<file path="src/rtl/dcm_lock_sequencer.sv">
// Sequences the DCM through reset, lock acquisition and settling; holds the system reset until the synthesized clocks are stable.
// Optional retry limit: define DCM_SEQ_RETRY_LIMIT_EN to latch FAIL after MAX_RETRIES failed attempts.
//   state     | meaning
//   RESET_DCM | DCM RST pulsed for RST_CYCLES
//   WAIT_LOCK | waiting for synchronized LOCKED, bounded by LOCK_TIMEOUT
//   SETTLE    | lock must hold fault-free for SETTLE_CYCLES
//   RUN       | clocks good, system reset released
//   FAIL      | retry limit reached, parked until rst_i
module dcm_lock_sequencer #(
  parameter int RST_CYCLES    = 4,
  parameter int LOCK_TIMEOUT  = 100000,
  parameter int SETTLE_CYCLES = 1024,
  parameter int CNT_W         = 17,
  parameter int MAX_RETRIES   = 8
) (
  input  logic       clk_i,
  input  logic       rst_i,
  input  logic       dcm_locked_i,
  input  logic [7:0] dcm_status_i,
  output logic       dcm_rst_o,
  output logic       sys_rst_o,
  output logic       locked_o,
  output logic [7:0] retry_count_o,
  output logic       fail_o,
  output logic [2:0] state_o
);

  typedef enum logic [2:0] {
    RESET_DCM = 3'd0,
    WAIT_LOCK = 3'd1,
    SETTLE    = 3'd2,
    RUN       = 3'd3,
    FAIL      = 3'd4
  } state_t;

`ifdef DCM_SEQ_RETRY_LIMIT_EN
  localparam bit LIMIT_EN = 1'b1;
`else
  localparam bit LIMIT_EN = 1'b0;
`endif

  localparam logic [CNT_W-1:0] RST_TC    = CNT_W'(RST_CYCLES - 1);
  localparam logic [CNT_W-1:0] LOCK_TC   = CNT_W'(LOCK_TIMEOUT - 1);
  localparam logic [CNT_W-1:0] SETTLE_TC = CNT_W'(SETTLE_CYCLES - 1);
  localparam logic [7:0]       RETRY_LIM = 8'(MAX_RETRIES);

  state_t           state_q, state_d;
  logic [CNT_W-1:0] cnt_q, cnt_d;
  logic [7:0]       retry_q, retry_d;
  logic [2:0]       sync_meta_q, sync_meta_d;
  logic [2:0]       sync_q, sync_d;
  logic             dcm_rst_q, dcm_rst_d;
  logic             sys_rst_q, sys_rst_d;
  logic             locked_q, locked_d;
  logic             locked_s, clkin_stop_s, fx_stop_s, fault, bump;
  logic             unused_status_bits;

  // Only CLKIN-stopped and CLKFX-stopped are meaningful status bits.
  assign unused_status_bits = ^{dcm_status_i[7:3], dcm_status_i[0]};

  assign sync_meta_d = {dcm_status_i[2], dcm_status_i[1], dcm_locked_i};
  assign sync_d      = sync_meta_q;
  assign {fx_stop_s, clkin_stop_s, locked_s} = sync_q;
  assign fault = !locked_s || clkin_stop_s || fx_stop_s;

  always_comb begin
    state_d = state_q;
    cnt_d   = cnt_q;
    retry_d = retry_q;
    bump    = 1'b0;
    case (state_q)
      RESET_DCM: begin
        if (cnt_q == RST_TC) begin
          state_d = WAIT_LOCK;
          cnt_d   = '0;
        end else begin
          cnt_d = cnt_q + 1'b1;
        end
      end
      WAIT_LOCK: begin
        // Lock takes priority over a coincident timeout.
        if (locked_s) begin
          state_d = SETTLE;
          cnt_d   = '0;
        end else if (cnt_q == LOCK_TC) begin
          bump = 1'b1;
        end else begin
          cnt_d = cnt_q + 1'b1;
        end
      end
      SETTLE: begin
        if (fault) begin
          bump = 1'b1;
        end else if (cnt_q == SETTLE_TC) begin
          state_d = RUN;
          cnt_d   = '0;
        end else begin
          cnt_d = cnt_q + 1'b1;
        end
      end
      RUN: begin
        if (fault) bump = 1'b1;
      end
      FAIL: begin
        state_d = FAIL;
      end
      default: begin
        state_d = RESET_DCM;
        cnt_d   = '0;
      end
    endcase

    if (bump) begin
      cnt_d   = '0;
      retry_d = (retry_q == 8'hFF) ? retry_q : retry_q + 8'd1;
      state_d = (LIMIT_EN && retry_d == RETRY_LIM) ? FAIL : RESET_DCM;
    end

    // Outputs are decoded from the next state so they change on the same edge as the state.
    dcm_rst_d = (state_d == RESET_DCM) || (state_d == FAIL);
    sys_rst_d = (state_d != RUN);
    locked_d  = (state_d == RUN);
  end

  always_ff @(posedge clk_i or posedge rst_i) begin
    if (rst_i) begin
      state_q     <= RESET_DCM;
      cnt_q       <= '0;
      retry_q     <= '0;
      sync_meta_q <= '0;
      sync_q      <= '0;
      dcm_rst_q   <= 1'b1;
      sys_rst_q   <= 1'b1;
      locked_q    <= 1'b0;
    end else begin
      state_q     <= state_d;
      cnt_q       <= cnt_d;
      retry_q     <= retry_d;
      sync_meta_q <= sync_meta_d;
      sync_q      <= sync_d;
      dcm_rst_q   <= dcm_rst_d;
      sys_rst_q   <= sys_rst_d;
      locked_q    <= locked_d;
    end
  end

`ifdef DCM_SEQ_RETRY_LIMIT_EN
  logic fail_q, fail_d;

  assign fail_d = (state_d == FAIL);

  always_ff @(posedge clk_i or posedge rst_i) begin
    if (rst_i) fail_q <= 1'b0;
    else       fail_q <= fail_d;
  end

  assign fail_o = fail_q;
`else
  assign fail_o = 1'b0;
`endif

  assign dcm_rst_o     = dcm_rst_q;
  assign sys_rst_o     = sys_rst_q;
  assign locked_o      = locked_q;
  assign retry_count_o = retry_q;
  assign state_o       = state_q;

endmodule
</file>
<file path="config.mk">
export PLATFORM = sky130hd
export DESIGN_NAME = dcm_lock_sequencer
export DESIGN_NICKNAME = d
export VERILOG_FILES = /design/src/rtl/dcm_lock_sequencer.sv
export SDC_FILE = /design/constraint.sdc
export NUM_CORES = 1
export LEC_CHECK = 0
export CORE_ASPECT_RATIO = 0.9
export CORE_MARGIN = 2
export CORE_UTILIZATION = 40
export DETAILED_ROUTE_END_ITERATION = 8
export GPL_TIMING_DRIVEN = 0
export PLACE_DENSITY = 0.68
export REMOVE_ABC_BUFFERS = 1
export SLEW_MARGIN = 10
export SYNTH_ARGS = -nofsm -noshare
export SYNTH_HDL_FRONTEND = slang
export SYNTH_SLANG_ARGS = --single-unit
export TNS_END_PERCENT = 30
</file>
<file path="constraint.sdc">
create_clock -name clk_i -period 2.9 [get_ports clk_i]
set_clock_uncertainty 0.1 [all_clocks]
set_input_delay 0.29 -clock clk_i [delete_from_list [all_inputs] [get_ports clk_i]]
set_output_delay 0.29 -clock clk_i [all_outputs]
set_load 0.05 [all_outputs]
</file>
==> out/metrics.cfg <==
[finish]
fillers=430
num_antenna_cells=0
final_nets=210
multiInputGateArea_um2=947
most_common_cell_after_layout_fill_and_taps_aside=sky130_fd_sc_hd__dfrtp_1
sequential_cell_area_um2=928
postLayoutCellArea_um2=2300
leading_cell_types_in_the_layout_fill_and_taps_excluded=sky130_fd_sc_hd__dfrtp_1, sky130_fd_sc_hd__xor2_1, sky130_fd_sc_hd__clkdlybuf4s50_1
final_layout_size_suffix_gt1_share_pct=20.2
syn2layout_area_growth_pct=19.6
postLayoutCoreUtil_pct=50.7

[status]
outcome=completed

[worst_setup_path]
endpoint_kind=flip-flop
r2r_slack_ns=0.28
timing.critical_path.depth=6
crit_path_start=cnt_q[0]
path_cells=ha_1 > or4b_4 > and4bb_2 > a21oi_4 > nor3_1 > mux2_2
worst_ep_required_time_ns=2.98
rr_startpoint=cnt_q[0]
path_buf_inv=0
crit_path_max_incr_delay_ns=0.53
critPathKind=flip-flop to flip-flop
timing.critical_path.fanout_max=9
slowest_stage=sky130_fd_sc_hd__or4b_4
ff2ff_path_depth=6
worstSetupStartpointType=flip-flop
worstPathArrival_ns=2.70
crit-reg2reg-capture=retry_count_o[7]
worst_path_dominant_cell_family=simple AND/OR/NAND/NOR gates
endpoint=retry_count_o[7]

[clock_network]
cts_htree_levels=2
cts-buffers-inserted=5
post_cts_resize_count=0
clk_pin_slew_worst_paths_ns=0.07
cts_sinks=37
clock_insertion_delay_worst_skew_ns=0.29
cts_buffer_depth=2
clock-root-buffer=sky130_fd_sc_hd__clkbuf_8
tritoncts=built

[global_routing]
antenna_violations_before_repair=0
groute.usage.overall_pct=15.7
grt-ovfl-total=0
grt_max_degree=38
grt_first_pass_wirelength_mm=6.64
first_global_vias=1311

[detailed_routing]
post-route-drc-count=0
drt_first_iter_violations=98
route.detailed.vias_per_inst=5.19
ant_nets=0
detailroute.via_count=1350
wl_per_cell_um=14.0
wl_mm=3.65
drt_pass1_iterations=4

[flow_run]
cap_violations=0

[synth]
synth-seq-area-share_pct=48.2
synth-edff-count=0
synth-main-ff-cell=sky130_fd_sc_hd__dfrtp_1
postSynth.asyncResetShare_pct=100
netlist_instances=175
ys.warnings.count=0
synth_register_bits=37
synth_cell_types=44
yosys-top-cells-area=sky130_fd_sc_hd__dfrtp_1, sky130_fd_sc_hd__xor2_1, sky130_fd_sc_hd__nor2_2
synth_area_leader_cell=sky130_fd_sc_hd__dfrtp_1
synth.cell_area_um2=1930
synth.avg_cell_area_um2=11.0
synth_largest_type_area_fraction_pct=45.5

[pwr]
power_density_nw_per_um2=896
ir_worst_vdd_uv=382
reported_leakage_power_uw=0.000979

[sta]
finalHoldWorstSlack_ns=0.251
final_hold_viol_count=0
finalSetupViolations=0
timing.slew.headroom_pct=43.3
rsz0062_at_grt=false
final_number_of_max_transition_violations=0
timing_worst_slew_pin_value_ns=0.850
fmaxAchievable_mhz=382
fin_tns_setup_ns=0
post-route-period-util_pct=90.3
final_worst_path_period_need_ns=2.62
finalWorstSetupSlack_ns=0.281

[place]
place.port_buffers=18
finalWeightedCongestion=0.788
place_worst_setup_slack_ns=0.0466
postPlaceCellArea_um2=2150
place.detailed.hpwl_mm=2.50

[floorplan]
dieWidth_um=77.2
io_pins=26
chipHeight_um=69.8
fp.coreArea_um2=4550
initial_utilization_pct=42.4
row_count=23
fp.dieArea_um2=5390

[worst_hold_path]
hold_path_class=flip-flop to flip-flop

-- final cells by class --
| class | instances | area share [%] |
|---|---|---|
| Clock inverter | 3 | 2.82 |
| Clock buffer | 5 | 2.99 |
| Sequential cell | 37 | 40.3 |
| Inverter | 4 | 0.651 |
| Multi-Input combinational cell | 128 | 41.1 |
| Tap cell | 62 | 3.37 |
| Timing Repair Buffer | 21 | 8.79 |
-- synth_stat cells (all sizes together) (2+ instances only) --
master / number
and3: 3
dfrtp: 35
nand3: 9
nor3b: 3
nand4: 7
inv: 4
nor4b: 2
nor4: 6
or4: 4
nand2: 13
a21o: 2
xor2: 18
dfstp: 2
ha: 2
xnor2: 3
nand2b: 2
or3: 2
and4: 5
a21oi: 5
nor2: 18
nor3: 11
mux2: 2
buf: 4
clkbuf: 2
o31ai: 3
-- per-layer routing --
layer  GRT usage (%)  vias to the layer above  share of wire [%]
li1                -                      666                  -
met1            23.1                      655                 51
met2            21.8                       25                 44
met3            3.91                        4                3.5
met4            6.55                        0                1.7
met5               0                        -                  0
-- cell families (layout without fill, tap and decap cells) --
kind of cell             after synthesis  in the layout  share of synthesized area [%]
AO/OA/AOI/OAI                         13             13                           5.71
AND/OR/NAND/NOR                       89             89                           31.2
other                                  1              1                          0.195
multiplexers                           2              2                           1.17
flip-flops                            37             37                           48.2
buffers and inverters                 10             33                           2.66
XOR/XNOR                              21             21                           9.55
adder cells (fa/ha/maj)                2              2                           1.30
-- worst reg2reg max path: stages, from the launching register on --
cell and delay [ns]:
sky130_fd_sc_hd__dfrtp_1 0.45, sky130_fd_sc_hd__ha_1 0.33, sky130_fd_sc_hd__or4b_4 0.53, sky130_fd_sc_hd__and4bb_2 0.37, sky130_fd_sc_hd__a21oi_4 0.13, sky130_fd_sc_hd__nor3_1 0.24, sky130_fd_sc_hd__mux2_2 0.35
-- flip-flops by register name (all words and copies together), names as in the netlist --
signal / flops
cnt_q: 17
locked_o: 1
retry_count_o: 8
dcm_rst_o: 1
state_o: 3
sync_q: 3
sys_rst_o: 1
sync_d: 3
-- power by group --
group          leakage (uW)  total, uW  internal, uW  switching [uW]
registers          0.000483        717           604             113
clock network     0.0000681        521           341             180
logic              0.000428        826           314             512
total              0.000979       2060          1260             805
-- how the worst min path moves through the flow --
| stage | startpoint | end | cells past startpoint |
|---|---|---|---|
| 3_5_place_dp | sync_d[1] | sync_q[1] | 0 |
| 2_1_floorplan | dcm_locked_i | sync_d[0] | 0 |
| 5_1_grt | sync_d[2] | sync_q[2] | 0 |
| 4_1_cts | sync_d[1] | sync_q[1] | 0 |
| 6_report | sync_d[1] | sync_q[1] | 0 |
| 3_3_place_gp | sync_d[1] | sync_q[1] | 0 |
-- per-stage QoR --
stage	cells	total power [uW]
final	260	2060
after global placement	249	1490
after floorplan	169	1280
after detailed placement	249	1500
after global routing	260	2190
after CTS	257	2030
-- timing repair --
item	in CTS	in global routing
hold buffers	0	0
endpoints found under the setup margin	0	15
setup buffers	0	3
Note: power is estimated with default switching activity, not from simulation.
